===== config.mk =====
export PLATFORM = sky130hd
export DESIGN_NAME = writeback_regfile
export DESIGN_NICKNAME = d
export VERILOG_FILES = /design/src/rtl/writeback_regfile.sv
export SDC_FILE = /design/constraint.sdc
export NUM_CORES = 2
export LEC_CHECK = 0
export CORE_MARGIN = 2
export CORE_UTILIZATION = 30
export DETAILED_ROUTE_END_ITERATION = 8
export GPL_ROUTABILITY_DRIVEN = 0
export PLACE_DENSITY = 0.45
export SYNTH_ARGS = -nofsm -noshare
export SYNTH_HDL_FRONTEND = slang
export SYNTH_SLANG_ARGS = --single-unit

===== constraint.sdc =====
create_clock -name clk -period 20.5 [get_ports clk]
set_clock_uncertainty 0.2 [all_clocks]
set_input_delay 3.075 -clock clk [delete_from_list [all_inputs] [get_ports clk]]
set_output_delay 3.075 -clock clk [all_outputs]
set_load 0.01 [all_outputs]

===== src/rtl/writeback_regfile.sv =====
// Writeback stage and architectural register file.
// Selects the writeback value (ALU result, load word or zero-extended load
// byte), writes it into R0..R14, protects R15 (the PC view), maintains the
// N,Z,C,V flag register and a sticky error flag for attempted PC writes.
// Three combinational read ports bypass the value being written this cycle.
module writeback_regfile #(
   parameter int NUM_REGS = 16
) (
   input  logic        clk,
   input  logic        reset,
   input  logic [3:0]  wb_control_in,
   input  logic [31:0] wb_alu_result,
   input  logic [31:0] wb_mem_data,
   input  logic [3:0]  wb_rd,
   input  logic [3:0]  wb_flags_in,
   input  logic [31:0] pc_plus8_in,
   input  logic [3:0]  ra_addr,
   input  logic [3:0]  rb_addr,
   input  logic [3:0]  rc_addr,
   output logic [31:0] ra_data,
   output logic [31:0] rb_data,
   output logic [31:0] rc_data,
   output logic [3:0]  flags_out,
   output logic [31:0] wb_data_out,
   output logic        pc_write_ignored
);

   // Index of the PC view; it has no storage and is never written.
   localparam logic [3:0] PC_IDX = 4'(NUM_REGS - 1);

   logic [31:0] regs_q [0:NUM_REGS-1];
   logic [3:0]  flags_q;
   logic [3:0]  flags_d;
   logic        pc_err_q;
   logic        pc_err_d;

   logic        rf_enable_s;
   logic        load_select_s;
   logic        flags_write_s;
   logic        byte_load_s;
   logic        reg_write_s;
   logic [31:0] wb_value_s;

   assign rf_enable_s   = wb_control_in[0];
   assign load_select_s = wb_control_in[1];
   assign flags_write_s = wb_control_in[2];
   assign byte_load_s   = wb_control_in[3];

   // Read mux: PC view first, then same-cycle bypass, then stored contents.
   function automatic logic [31:0] read_mux(
      input logic [3:0]  addr,
      input logic [31:0] stored,
      input logic [31:0] pc_view,
      input logic        rf_en,
      input logic [3:0]  rd,
      input logic [31:0] wb_value
   );
      logic [31:0] result;
      if (addr == PC_IDX) begin
         result = pc_view;
      end else if (rf_en && (addr == rd)) begin
         result = wb_value;
      end else begin
         result = stored;
      end
      return result;
   endfunction

   // Writeback value selection; byte_load only matters for loads.
   always_comb begin
      wb_value_s = wb_alu_result;
      if (!load_select_s) begin
         wb_value_s = wb_alu_result;
      end else if (byte_load_s) begin
         wb_value_s = {24'h000000, wb_mem_data[7:0]};
      end else begin
         wb_value_s = wb_mem_data;
      end
   end

   // Next-state for flags and the sticky PC-write error flag.
   always_comb begin
      flags_d     = flags_q;
      pc_err_d    = pc_err_q;
      reg_write_s = 1'b0;
      if (flags_write_s) begin
         flags_d = wb_flags_in;
      end else begin
         flags_d = flags_q;
      end
      if (rf_enable_s && (wb_rd == PC_IDX)) begin
         pc_err_d    = 1'b1;
         reg_write_s = 1'b0;
      end else if (rf_enable_s) begin
         pc_err_d    = pc_err_q;
         reg_write_s = 1'b1;
      end else begin
         pc_err_d    = pc_err_q;
         reg_write_s = 1'b0;
      end
   end

   // Register array storage with asynchronous clear.
   always_ff @(posedge clk or posedge reset) begin
      if (reset) begin
         for (int i = 0; i < NUM_REGS; i++) begin
            regs_q[i] <= 32'h0000_0000;
         end
      end else if (reg_write_s) begin
         regs_q[wb_rd] <= wb_value_s;
      end
   end

   // Flag register and sticky error flag with asynchronous clear.
   always_ff @(posedge clk or posedge reset) begin
      if (reset) begin
         flags_q  <= 4'h0;
         pc_err_q <= 1'b0;
      end else begin
         flags_q  <= flags_d;
         pc_err_q <= pc_err_d;
      end
   end

   assign wb_data_out      = wb_value_s;
   assign flags_out        = flags_q;
   assign pc_write_ignored = pc_err_q;

   assign ra_data = read_mux(ra_addr, regs_q[ra_addr], pc_plus8_in, rf_enable_s, wb_rd, wb_value_s);
   assign rb_data = read_mux(rb_addr, regs_q[rb_addr], pc_plus8_in, rf_enable_s, wb_rd, wb_value_s);
   assign rc_data = read_mux(rc_addr, regs_q[rc_addr], pc_plus8_in, rf_enable_s, wb_rd, wb_value_s);

endmodule

# Word level (Yosys, flattened, before mapping)

Cells that the tools add are included.

Flip-flop bits (word level): 517
Bits in latches: 0
RAM bits: 0
Bits in read-only memories: 0
Bits of input ports: 122
Output and inout bits: 133
Word-level logic and storage cells: 61
Memories: 0

Add/sub/neg operators: 0
$mul: 0
Divide/modulo/power cells: 0
Order comparisons: 5
Equality and inequality tests: 7
Shift operators: 0
Muxes and demuxes: 22
Bitwise operators: 4
Reduce and logical (&&, ||, !) cells: 5

Operators with widths:

| cell                                                       | count |
|---|---|
| bitwise mux 512 bit                                        | 1 |
| two-way mux 32 bit                                         | 15 |
| binary-select mux 32 bit (select 4 bit)                    | 3 |
| demux 32 bit (select 4 bit)                                | 1 |
| greater-or-equal comparator 5 bit, second input constant   | 4 |
| NOT 4 -> 5 bit                                             | 4 |
| == test 4 bit, second input constant                       | 4 |
| == test 4 bit                                              | 3 |
| logical AND 1 bit                                          | 5 |
| less-than comparator 5 x 1 -> 1 bit, second input constant | 1 |
| two-way mux 1 bit                                          | 2 |

# Logic depth before layout (Yosys ltp)

Word-level depth: 6
Mapped depth: 9

# Worst setup path after synthesis

OpenSTA, ideal clock, no wires.

Path kind: input to output
Start point: input rb_addr[1]
End point: output rb_data[21]
Arrival time: 4.642 ns
Required time: 17.225 ns
Setup slack: 12.583 ns
Stages on the path: 7
Cells stage by stage: clkbuf_2 buf_6 buf_4 mux4_2 a22oi_1 nand2_1 a221o_1

Cells in the longest elaborated chain, start to end: 6

RTL lines:

| what                                                   | line | source |
|---|---|---|
| from (decl)                                            | 18   | `input logic [3:0] rb_addr,` |
| NOT 4 -> 5 bit (not written as such)                   | 130  | `assign rb_data = read_mux(rb_addr, regs_q[rb_addr], pc_plus8_in, rf_enable_s, wb_rd, wb_value_s);` |
| binary-select mux 32 bit (select 4 bit)                | 130  |  |
| two-way mux 32 bit (not written as such) (2 in series) | 130  |  |
| two-way mux 32 bit                                     | 61   | `end else if (rf_en && (addr == rd)) begin` |
| two-way mux 32 bit *                                   | 59   | `if (addr == PC_IDX) begin` |
| to (decl)                                              | 21   | `output logic [31:0] rb_data,` |

Every way passes the cells marked *; elsewhere a longest branch is shown, timed or not. The select of a mux whose other input is x is not followed.

# Worst setup path after layout

Start point: input rc_addr[2]
End point: output rc_data[9]

Cells in the longest elaborated chain, start to end: 6

RTL lines:

| what                                                   | line | source |
|---|---|---|
| from (decl)                                            | 19   | `input logic [3:0] rc_addr,` |
| NOT 4 -> 5 bit (not written as such)                   | 131  | `assign rc_data = read_mux(rc_addr, regs_q[rc_addr], pc_plus8_in, rf_enable_s, wb_rd, wb_value_s);` |
| binary-select mux 32 bit (select 4 bit)                | 131  |  |
| two-way mux 32 bit (not written as such) (2 in series) | 131  |  |
| two-way mux 32 bit                                     | 61   |  |
| two-way mux 32 bit *                                   | 59   |  |
| to (decl)                                              | 22   | `output logic [31:0] rc_data,` |

Marked as above.

==> summary.md <==
| Metric | Value |
|---|---|
| Worst slew margin | between 10 and 15% |
| Routed wirelength normalized by instance count | 28.54 um |
| Clock-pin slew on the worst setup and hold paths | 0.06 ns |
| Die H | 331.5 um |
| Hold Path Depth | 0 |
| Achievable Freq | 92.06 MHz |
| Layout Nets | 3,194 |
| Status | completed |
| Synth warn | 0 |
| Layout cells sized above 1 | roughly a fifth |
| Clock power frac | 31.9% |
| I/O Buffers | about 250 |
| Die X | between 300 and 400 um |
| Total track usage | ~23% |
| # DRC | 0 |
| Unrepaired setup endpoints after global routing | no |
| Power density cells | 97.55 nW/um^2 |
| Antenna Nets Post-Route | 0 |
| CP Launch Type | primary input |
| Switching Share | between 30% and 40% |
| Net Switching | 1.175 mW |
| Max-cap violations | 0 |
| Final WS setup | 9.638 ns |
| CTS H-tree depth | 3 |
| Hold Vio Cnt, Final | 0 |
| Post-synth top area share | between 40% and 50% |
| Cts repair resizes | 0 |
| Fin crit period | between 10 and 15 ns |
| HPWL after DPL | between 70,000 and 80,000 um |
| CTS Buf Count | 66 |
| Worst-Skew Late Latency | 0.59 ns |
| Number of post-CTS setup repair buffers | 0 |
| Top cells by area, synth | dfrtp_1 (40%), mux4_2 (22%), nor2_1 (4.6%) |
| Area Overhead vs Synth | 17.76% |
| Lkg Pwr | 15.20 nW |
| Die area | approximately 110,000 um^2 |
| Mapped Avg Cell Area | around 11 um^2 |
| Internal power | 2.522 mW |
| Initial antenna violation count | 8 |
| Fin crit share | 52.99% |
| Via count | 26,830 |
| Largest net degree at the start of global routing | about 130 |
| Core Region | 106,800 um^2 |
| Remaining global-route overflow | 0 |
| # setup viols final | 0 |
| Sequential share of the synthesized area | 40.20% |
| VDD IR max | 0.00005033 V |
| Initial Utilization | 30.15% |
| Clock tree sinks | about 520 |
| # IOs | 255 |
| Row cnt | 120 |
| Synthesis-stage register bit count | 517 |
| Hold/Removal Path Class | reg2reg |
| Slew @ Worst Pin | approximately 1.3 ns |
| Post-synth top area cell | dfrtp_1 |
| CP Capture Type | output port |
| Global-route wire length before repair | 190,300 um |
| Pre-Repair DR Iteration Count | 5 |
| Clk buf depth | 3 |
| # fillers | 10,493 |
| CTS root buf | clkbuf_16 |
| Gate Count Post-Synth | 3,016 |
| Crit path DAT | 7.59 ns |
| Starting DRT DRC Count | 2,898 |
| Flop pwr share | 39.7% |
| Req. time, crit path | 17.23 ns |
| Cell area after synthesis | between 30,000 and 40,000 um^2 |
| Netlist cell types | 37 |
| # hold bufs at CTS | 0 |
| Combinational power share | 28.4% |
| Via density | 5.932 |
| Syn_nets | 3,138 |
| Pre-CTS setup slack | between 9 and 10 ns |
| Sum Neg Setup Slack | 0 ns |
| Routed WL | 129,100 um |
| CTS tree | done |
| Final Max Tran Viols | 0 |
| CP Class | in2out |
| Area taken by multi-input logic gates | 17,670 um^2 |
| Number of global-route vias before repair | around 27,000 |
| Sequential cell area | ~13,000 um^2 |
| R2R depth | 2 |
| Largest driver fanout on the critical path | 110 |
==> state kept, by name, summed over array words and instances (netlist names) <==
register,flops
flags_out,4
regs_q,512
pc_write_ignored,1
==> logic make-up (layout without fill, tap and decap cells) <==
group / Yosys count / in the layout / share of synthesized area, %
and+or+nand+nor: 780 / 780 / 9.820
AOI/OAI and AO/OA: 796 / 796 / 15.06
muxes: 524 / 524 / 29.00
buffers and inverters: 387 / 489 / 5.594
DFF: 517 / 517 / 40.20
other: 0 / 2 / 0
xor gates and xnor gates: 12 / 12 / 0.3266
==> through the flow <==
stage | hold slack, ns | utilization [%] | std cells | area [um^2] | total power [mW]
after floorplan | 0.2564 | - | 3016 | 32190 | 2.125
after global placement | 0.1931 | 33.45 | 4407 | 35710 | 2.488
after detailed placement | 0.2023 | 33.45 | 4407 | 35710 | 2.523
after CTS | 0.2170 | 35.50 | 4521 | 37900 | 3.719
after global routing | 0.2304 | 35.50 | 4521 | 37900 | 3.889
final | 0.2102 | 35.50 | 4523 | 37900 | 3.697
==> area by class of cell <==
class	instances	area share (%)
repair buffers	339	8.448
diodes	2	0.01320
well taps	1403	4.632
flip-flops and latches	517	34.13
clock inverters	10	0.2806
inverters	36	0.3763
clock buffers	104	5.490
multi-input cells	2112	46.63
==> layout by cell type, fill, tap and decap left out, types with 3 or more instances in the layout <==
master	instances
nor2_4	10
dfrtp_1	517
buf_4	87
nor2b_4	5
a221o_1	32
a22oi_1	85
a221oi_1	64
clkbuf_1	15
clkdlybuf4s50_1	245
nor2_1	386
and3_1	65
mux4_2	320
mux2i_1	130
clkinv_2	6
o21ai_0	196
buf_6	3
inv_1	33
xor2_1	9
o21ai_1	60
nand2_1	290
a31oi_4	3
clkbuf_16	71
clkbuf_8	20
nand2b_2	3
xnor2_1	3
a21oi_1	289
mux2i_2	6
mux2_2	68
a311oi_1	64
nor3_1	3
==> power groups by stage <==
| stage | sequential, mW | clock (mW) | combinational (mW) |
|---|---|---|---|
| finish | 1.47 | 1.18 | 1.05 |
| global route | 1.49 | 1.25 | 1.14 |
| CTS | 1.46 | 1.21 | 1.05 |
| detailed placement | 1.47 | 0 | 1.05 |
| global placement | 1.46 | 0 | 1.03 |
| floorplan | 1.39 | 0 | 0.732 |
==> synth_stat cells <==
library cell / count
a21oi_1: 289
a221o_1: 32
a221oi_1: 64
a22oi_1: 87
a311oi_1: 64
a31oi_1: 3
and2_1: 2
and3_1: 67
and4_1: 1
buf_1: 17
buf_2: 58
buf_4: 33
buf_6: 20
clkbuf_1: 222
clkbuf_2: 1
dfrtp_1: 517
inv_1: 35
inv_2: 1
mux2_2: 68
mux2i_1: 136
mux4_2: 320
nand2_1: 291
nand2b_1: 5
nand3_1: 2
nand3b_1: 2
nand4_1: 1
nand4b_1: 1
nor2_1: 397
nor2b_1: 5
nor3_1: 3
nor3b_1: 1
o21ai_0: 196
o21ai_1: 60
o21bai_1: 1
or3_1: 2
xnor2_1: 3
xor2_1: 9
==> worst max-delay path, cell delays in order <==
cell	delay, ns
clkbuf_8	0.51
buf_12	0.69
xor2_1	0.13
nor3_1	0.37
a31oi_4	0.30
buf_4	0.41
and3_1	0.22
a311oi_1	0.98
clkdlybuf4s50_1	0.74
==> path summary, 6_finish.rpt <==
kind	endpoint	slack, ns	startpoint
min reg2reg	regs_q[0]	0.21	regs_q[0]
max in group asynchronous	regs_q[165]	14.76	reset
min in group asynchronous	regs_q[118]	2.87	reset
max reg2reg	regs_q[499]	19.52	regs_q[499]
min	regs_q[0]	0.21	regs_q[0]
max	rc_data[9]	9.64	rc_addr[2]
==> layer usage <==
layer  vias to the layer above  global-route usage, %  wire length, um
met1                     13845                  31.93            54730
met4                         8                  7.850             4158
li1                      11386                      -                -
met5                         -                      0               42
met3                       243                  5.577            11920
met2                      1348                  35.59            58250
(Power assumes the default switching activity.)
